File: src/rtl/uart_rx_frame.sv
// uart_rx_frame: UART receiver that assembles WORD_COUNT characters into one wide word with parity/framing/timeout status
module uart_rx_frame #(
  parameter int         CLK_RATE     = 10000000,
  parameter int         BAUD_RATE    = 115200,
  parameter int         WORD_LEN     = 8,
  parameter int         WORD_COUNT   = 8,
  parameter logic [7:0] PARITY       = "L",
  parameter int         STOP         = 1,
  parameter int         TIMEOUT_BITS = 20
) (
  input  logic                           clk_i,
  input  logic                           rst_i,
  input  logic                           rx_i,
  output logic [WORD_LEN*WORD_COUNT-1:0] rx_data_o,
  output logic                           rx_valid_o,
  output logic                           rx_perr_o,
  output logic                           rx_ferr_o,
  output logic                           rx_timeout_o,
  output logic                           rx_busy_o
);
  localparam int DIV     = CLK_RATE / BAUD_RATE;
  localparam int HALF    = DIV / 2;
  localparam int GAP_CYC = TIMEOUT_BITS * DIV;
  localparam int CW      = $clog2(DIV + 1);
  localparam int GW      = $clog2(GAP_CYC + 1);
  localparam int IW      = $clog2(WORD_COUNT + 1);
  localparam int FW      = WORD_LEN * WORD_COUNT;
  localparam bit HAS_PAR = PARITY != "N";

  typedef enum logic [2:0] {S_IDLE, S_START, S_DATA, S_PAR, S_STOP, S_GAP, S_WAIT_HIGH} state_t;

  state_t              state, state_nxt;
  logic                rx_meta, rxs;
  logic [CW-1:0]       cnt;
  logic [GW-1:0]       gcnt;
  logic [3:0]          bcnt;
  logic [IW-1:0]       idx;
  logic [WORD_LEN-1:0] shreg;
  logic [FW-1:0]       slots, assembled;
  logic                perr_sticky, par_exp;
  logic                tick, start_det, start_ok, data_smp, par_smp;
  logic                ferr_ev, stop_done, finish, tout_ev;

  // two-flop synchroniser on the asynchronous line, idle-high out of reset
  always_ff @(posedge clk_i or posedge rst_i)
    if (rst_i) {rx_meta, rxs} <= 2'b11;
    else {rx_meta, rxs} <= {rx_i, rx_meta};

  // state register
  always_ff @(posedge clk_i or posedge rst_i)
    if (rst_i) state <= S_IDLE;
    else state <= state_nxt;

  // next-state logic; a false start mid-frame falls back to GAP so the gap timer keeps running
  always_comb begin
    state_nxt = state;
    case (state)
      S_IDLE:      if (!rxs) state_nxt = S_START;
      S_START:     if (tick) state_nxt = rxs ? (idx != '0 ? S_GAP : S_IDLE) : S_DATA;
      S_DATA:      if (tick && bcnt == 4'(WORD_LEN - 1)) state_nxt = HAS_PAR ? S_PAR : S_STOP;
      S_PAR:       if (tick) state_nxt = S_STOP;
      S_STOP:      if (ferr_ev) state_nxt = S_WAIT_HIGH;
                   else if (stop_done) state_nxt = finish ? S_IDLE : S_GAP;
      S_GAP:       if (!rxs) state_nxt = S_START;
                   else if (tout_ev) state_nxt = S_IDLE;
      S_WAIT_HIGH: if (rxs) state_nxt = S_IDLE;
      default:     state_nxt = S_IDLE;
    endcase
  end

  // per-state control events and the frame image with the current character dropped into its slot
  always_comb begin
    tick      = cnt == '0;
    start_det = (state == S_IDLE || state == S_GAP) && !rxs;
    start_ok  = state == S_START && tick && !rxs;
    data_smp  = state == S_DATA && tick;
    par_smp   = state == S_PAR && tick;
    ferr_ev   = state == S_STOP && tick && !rxs;
    stop_done = state == S_STOP && tick && rxs && bcnt == 4'(STOP - 1);
    finish    = stop_done && idx == IW'(WORD_COUNT - 1);
    tout_ev   = state == S_GAP && rxs && gcnt == '0;
    par_exp   = PARITY == "E" ? ^shreg : PARITY == "O" ? ~^shreg : PARITY == "H";
    assembled = slots;
    assembled[int'(idx) * WORD_LEN +: WORD_LEN] = shreg;
  end

  // bit timing, shift register, slot storage, gap timer and sticky parity flag
  always_ff @(posedge clk_i or posedge rst_i)
    if (rst_i) begin
      cnt         <= '0;
      gcnt        <= '0;
      bcnt        <= '0;
      idx         <= '0;
      shreg       <= '0;
      slots       <= '0;
      perr_sticky <= 1'b0;
    end else begin
      if (start_det) cnt <= CW'(HALF - 1);
      else if (state inside {S_START, S_DATA, S_PAR, S_STOP}) cnt <= tick ? CW'(DIV - 1) : cnt - CW'(1);
      if (start_ok || par_smp) bcnt <= '0;
      else if (data_smp) bcnt <= bcnt == 4'(WORD_LEN - 1) ? '0 : bcnt + 4'd1;
      else if (state == S_STOP && tick && rxs) bcnt <= bcnt + 4'd1;
      if (data_smp) shreg <= {rxs, shreg[WORD_LEN-1:1]};
      if (finish || ferr_ev || tout_ev) idx <= '0;
      else if (stop_done) idx <= idx + IW'(1);
      if (stop_done) slots <= assembled;
      if (stop_done) gcnt <= GW'(GAP_CYC - 1);
      else if (state == S_GAP && gcnt != '0) gcnt <= gcnt - GW'(1);
      if (finish || ferr_ev || tout_ev) perr_sticky <= 1'b0;
      else if (par_smp && rxs != par_exp) perr_sticky <= 1'b1;
    end

  // registered outputs: status pulses, frame publish and busy flag
  always_ff @(posedge clk_i or posedge rst_i)
    if (rst_i) begin
      rx_data_o    <= '0;
      rx_valid_o   <= 1'b0;
      rx_perr_o    <= 1'b0;
      rx_ferr_o    <= 1'b0;
      rx_timeout_o <= 1'b0;
      rx_busy_o    <= 1'b0;
    end else begin
      rx_valid_o   <= finish;
      rx_ferr_o    <= ferr_ev;
      rx_timeout_o <= tout_ev;
      if (finish) rx_data_o <= assembled;
      if (finish) rx_perr_o <= perr_sticky;
      if (start_ok) rx_busy_o <= 1'b1;
      else if (finish || ferr_ev || tout_ev) rx_busy_o <= 1'b0;
    end
endmodule

File: config.mk
export PLATFORM = sky130hd
export DESIGN_NAME = uart_rx_frame
export DESIGN_NICKNAME = d
export VERILOG_FILES = /design/src/rtl/uart_rx_frame.sv
export SDC_FILE = /design/constraint.sdc
export NUM_CORES = 1
export LEC_CHECK = 0
export CELL_PAD_IN_SITES_DETAIL_PLACEMENT = 1
export CELL_PAD_IN_SITES_GLOBAL_PLACEMENT = 2
export CORE_UTILIZATION = 35
export DETAILED_ROUTE_END_ITERATION = 6
export GPL_ROUTABILITY_DRIVEN = 0
export PLACE_DENSITY = 0.79
export SETUP_SLACK_MARGIN = 0.02
export SLEW_MARGIN = 40
export SYNTH_ARGS = -nofsm -noshare
export SYNTH_HDL_FRONTEND = slang
export SYNTH_SLANG_ARGS = --single-unit
File: constraint.sdc
create_clock -name clk_i -period 5.49 [get_ports clk_i]
set_input_delay 0.549 -clock clk_i [delete_from_list [all_inputs] [get_ports clk_i]]
set_output_delay 0.549 -clock clk_i [all_outputs]
set_load 0.005 [all_outputs]
==> results by group <==
Status
  • Status: finished, final reports clean

Routing
  • Post-route DRC violation count: 0
  • Routed via count: 5,691
  • Detailed route wirelength on metal2: 9740 um
  • Violation count after the first detailed-routing iteration: 224
  • Top metal layer carrying routed signals: met4
  • Wire length reported by the detailed router: 19,700 um
  • Post-detailed-route count of antenna-violating nets: 0
  • Routed vias/inst: 5.29
  • Average wire length per cell after detail routing: 18.3 um
  • Initial DRT Pass Iterations: 4
  • M1 WL: 9220 um
  • Routed length on met3: 583 um

Clocking
  • Register clock-pin slew on the reported worst setup and hold paths: 0.07 ns
  • Sinks on the clock net: 173
  • CTS buffer count: 17
  • Number of gates given a new drive strength after cts: 0
  • Clock tree from TritonCTS: done
  • Root Driver: sky130_fd_sc_hd__clkbuf_16
  • Level count of the clock H-tree: 4
  • CTS hold repair buffers: 0
  • Buffers from clock root to sink, at most: 2
  • Insertion delay to the later sink of the worst-skew pair: 0.42 ns
  • Setup Fix Bufs, Post-CTS: 0

Min path
  • Worst min path class: reg -> reg
  • Hold Path Depth: 0
  • Startpoint of the lowest-slack hold path: rx_meta
  • Destination of the worst hold path: rxs

Setup path
  • Critical-path maximum fanout: 117
  • Req. time, crit path: 5.79 ns
  • Source of the worst register-to-register timing path: state[2]
  • Setup crit start kind: register
  • Worst path cell trace: and4bb_2 -> nand4_1 -> buf_6 -> nor2_4 -> buf_12 -> mux2_2
  • CP max-delay cell: sky130_fd_sc_hd__dfrtp_1
  • Signal arrival time at the worst endpoint: 3.61 ns
  • FF-to-FF End: rx_perr_o
  • Biggest cell delay along the critical path: 0.78 ns
  • Type of the setup path with the least slack: reg -> reg
  • Type of destination of the critical path: register
  • FF-to-FF path depth: 6
  • Reg2reg setup slack: 2.18 ns

Final layout
  • Fraction of final layout cells sized beyond drive strength 1: 0.158
  • Fill cell count: 2,382
  • Layout area overhead: 19.1%
  • Count of placed standard cells in the final layout, fillers left out: 1,075
  • Antenna diodes: 0
  • Number of nets at the end of the flow: 794
  • Final core utilization: 0.430

GRT
  • Wire length of the first global-routing pass: 33,400 um
  • Global route total overflow: 0
  • Maximum number of pins on one net before global-route repair: 118
  • Number of global-route vias before repair: 6,272
  • All-layer global routing usage: 0.179
  • Antenna violations before repair: 0

Yosys
  • Sequential area share after synthesis: 0.541
  • Cell type with the largest total area after synthesis: sky130_fd_sc_hd__dfrtp_1
  • Most frequent cell after synthesis: sky130_fd_sc_hd__dfrtp_1
  • Post-synthesis instance area: 8010 um2
  • Cells taking the most area after synthesis: sky130_fd_sc_hd__dfrtp_1 (53%), sky130_fd_sc_hd__mux2_2 (9.1%), sky130_fd_sc_hd__mux2i_1 (7.1%)
  • Top cell types by occurrence after synthesis: sky130_fd_sc_hd__dfrtp_1 (171), sky130_fd_sc_hd__nor2_1 (89), sky130_fd_sc_hd__a21oi_1 (70)
  • Flops & latches, synth: 173
  • Synth cell types: 60
  • Average footprint of a synthesized cell: 11.0 um2
  • Post-synthesis async set-or-reset flop share: 1.00
  • Portion of synthesized cell area occupied by the leading cell type: 0.534
  • Post-synth EDFFs: 0
  • Count of yosys warnings during synthesis: 0
  • Cell count after synthesis: 726
  • Primary FF master, synth: sky130_fd_sc_hd__dfrtp_1
  • Post-Synthesis Net Count: 738

STA
  • Pin slew with the least headroom to its limit: 0.742 ns
  • Final Hold Violating Endpoints: 0
  • Post-layout worst setup margin: 2.18 ns
  • Maximum frequency from static timing analysis: 302 MHz
  • Setup-failing EPs final: 0
  • Hold slack: 0.375 ns
  • Max-slew violation total from the final report: 0
  • Setup TNS: 0 ns
  • Period utilisation layout: 0.602
  • Setup repair after global routing missed its margin: no
  • Worst max-slew margin expressed relative to the limit: 0.502
  • Clock period minus worst slack: 3.31 ns
  • Clock tree skew after final layout: 0.0126 ns

Place
  • Placed Cells incl. Taps: 1,043
  • Number of I/O port buffers: 71
  • Estimated wirelength of the detail-placed design: 13,700 um
  • Post-placement setup slack: 2.23 ns

Flow run
  • Max capacitance violation total: 0

Die
  • Number of placement rows: 54
  • Starting Density: 0.362
  • IO Count: 72
  • Standard cell core area: 22,200 um2
  • Die X: 153 um
  • Die H: 153 um
  • Die outline area: 23,500 um2

Pwr
  • Worst VDD drop: 0.177 mV
  • Lkg Pwr: 0.00431 uW
  • Areal power density over the cells: 296 nW/um2
[metal layers]
metal,up-vias,track usage
met5,-,0
met4,0,0.0587
met3,10,0.0247
met2,81,0.299
met1,2922,0.240
li1,2678,-
[worst max-delay path: cells and delay by family (launching register included)]
family	cells	cell delay, ns
buffers and inverters	2	0.72
flip-flops	1	0.78
multiplexers	1	0.39
AND/OR/NAND/NOR	3	1.17
[state kept, by name, summed over array words and instances, names as in the netlist]
signal	count
rx_data_o	64
slots	64
gcnt	11
shreg	8
cnt	7
bcnt	4
idx	4
state	3
perr_sticky	1
rx_busy_o	1
rx_ferr_o	1
rx_meta	1
rx_perr_o	1
rx_timeout_o	1
rx_valid_o	1
rxs	1
[layout make-up]
cell class	count	area, um2	share of cell area
Sequential cell	173	4330	0.454
Multi-Input combinational cell	501	3480	0.365
Timing Repair Buffer	78	779	0.0817
Clock buffer	18	439	0.0460
Tap cell	280	350	0.0367
Clock inverter	14	109	0.0114
Inverter	11	48.8	0.00512
[worst max-delay path by stage]
stage | startpoint | end | slack [ns] | cells past startpoint
after global routing | idx[0] | slots[21] | 1.93 | 7
final | state[2] | rx_perr_o | 2.18 | 6
after CTS | state[2] | rx_perr_o | 2.23 | 6
after detailed placement | state[2] | rx_perr_o | 2.23 | 6
after global placement | state[2] | rx_perr_o | 2.11 | 5
after floorplan | rst_i | bcnt[0] | 0.26 | 1
[cells by family after synthesis]
| logic type | synth area share |
|---|---|
| AND/OR/NAND/NOR | 0.148 |
| flip-flops | 0.541 |
| AO/OA/AOI/OAI | 0.0929 |
| multiplexers | 0.163 |
| buffers and inverters | 0.0278 |
| XOR/XNOR | 0.0142 |
| adder cells (fa/ha/maj) | 0.0141 |
[layout by cell type (no fill, tap or decap), types with 4 or more instances in the layout]
cell type	instances
sky130_fd_sc_hd__dfrtp_1	171
sky130_fd_sc_hd__nor2_1	88
sky130_fd_sc_hd__clkdlybuf4s50_1	71
sky130_fd_sc_hd__a21oi_1	70
sky130_fd_sc_hd__mux2_2	65
sky130_fd_sc_hd__mux2i_1	57
sky130_fd_sc_hd__nand2_1	42
sky130_fd_sc_hd__clkbuf_16	17
sky130_fd_sc_hd__nand2b_1	16
sky130_fd_sc_hd__nand3_1	15
sky130_fd_sc_hd__o21ai_0	15
sky130_fd_sc_hd__a31oi_1	11
sky130_fd_sc_hd__nand3b_1	10
sky130_fd_sc_hd__inv_1	10
sky130_fd_sc_hd__and2_1	10
sky130_fd_sc_hd__and3_1	10
sky130_fd_sc_hd__ha_1	9
sky130_fd_sc_hd__xor2_1	8
sky130_fd_sc_hd__nor3b_1	6
sky130_fd_sc_hd__nor3_1	6
sky130_fd_sc_hd__xnor2_1	5
sky130_fd_sc_hd__nor4_1	5
sky130_fd_sc_hd__buf_4	5
sky130_fd_sc_hd__nor2_2	4
sky130_fd_sc_hd__clkinv_2	4
[report_power, final]
group          leakage, uW  internal, uW  switching, uW  total (uW)
Sequential         0.00239          1310           85.7        1400
Clock             0.000267           599            526        1130
Combinational      0.00166           119            182         301
[metrics by stage]
stage | cell area, um2 | total power (uW)
5_1_grt | 9540 | 2950
3_3_place_gp | 8950 | 1690
3_5_place_dp | 8980 | 1720
2_1_floorplan | 8010 | 1640
6_report | 9540 | 2820
4_1_cts | 9530 | 2860
Note: power is estimated with default switching activity, not from simulation.
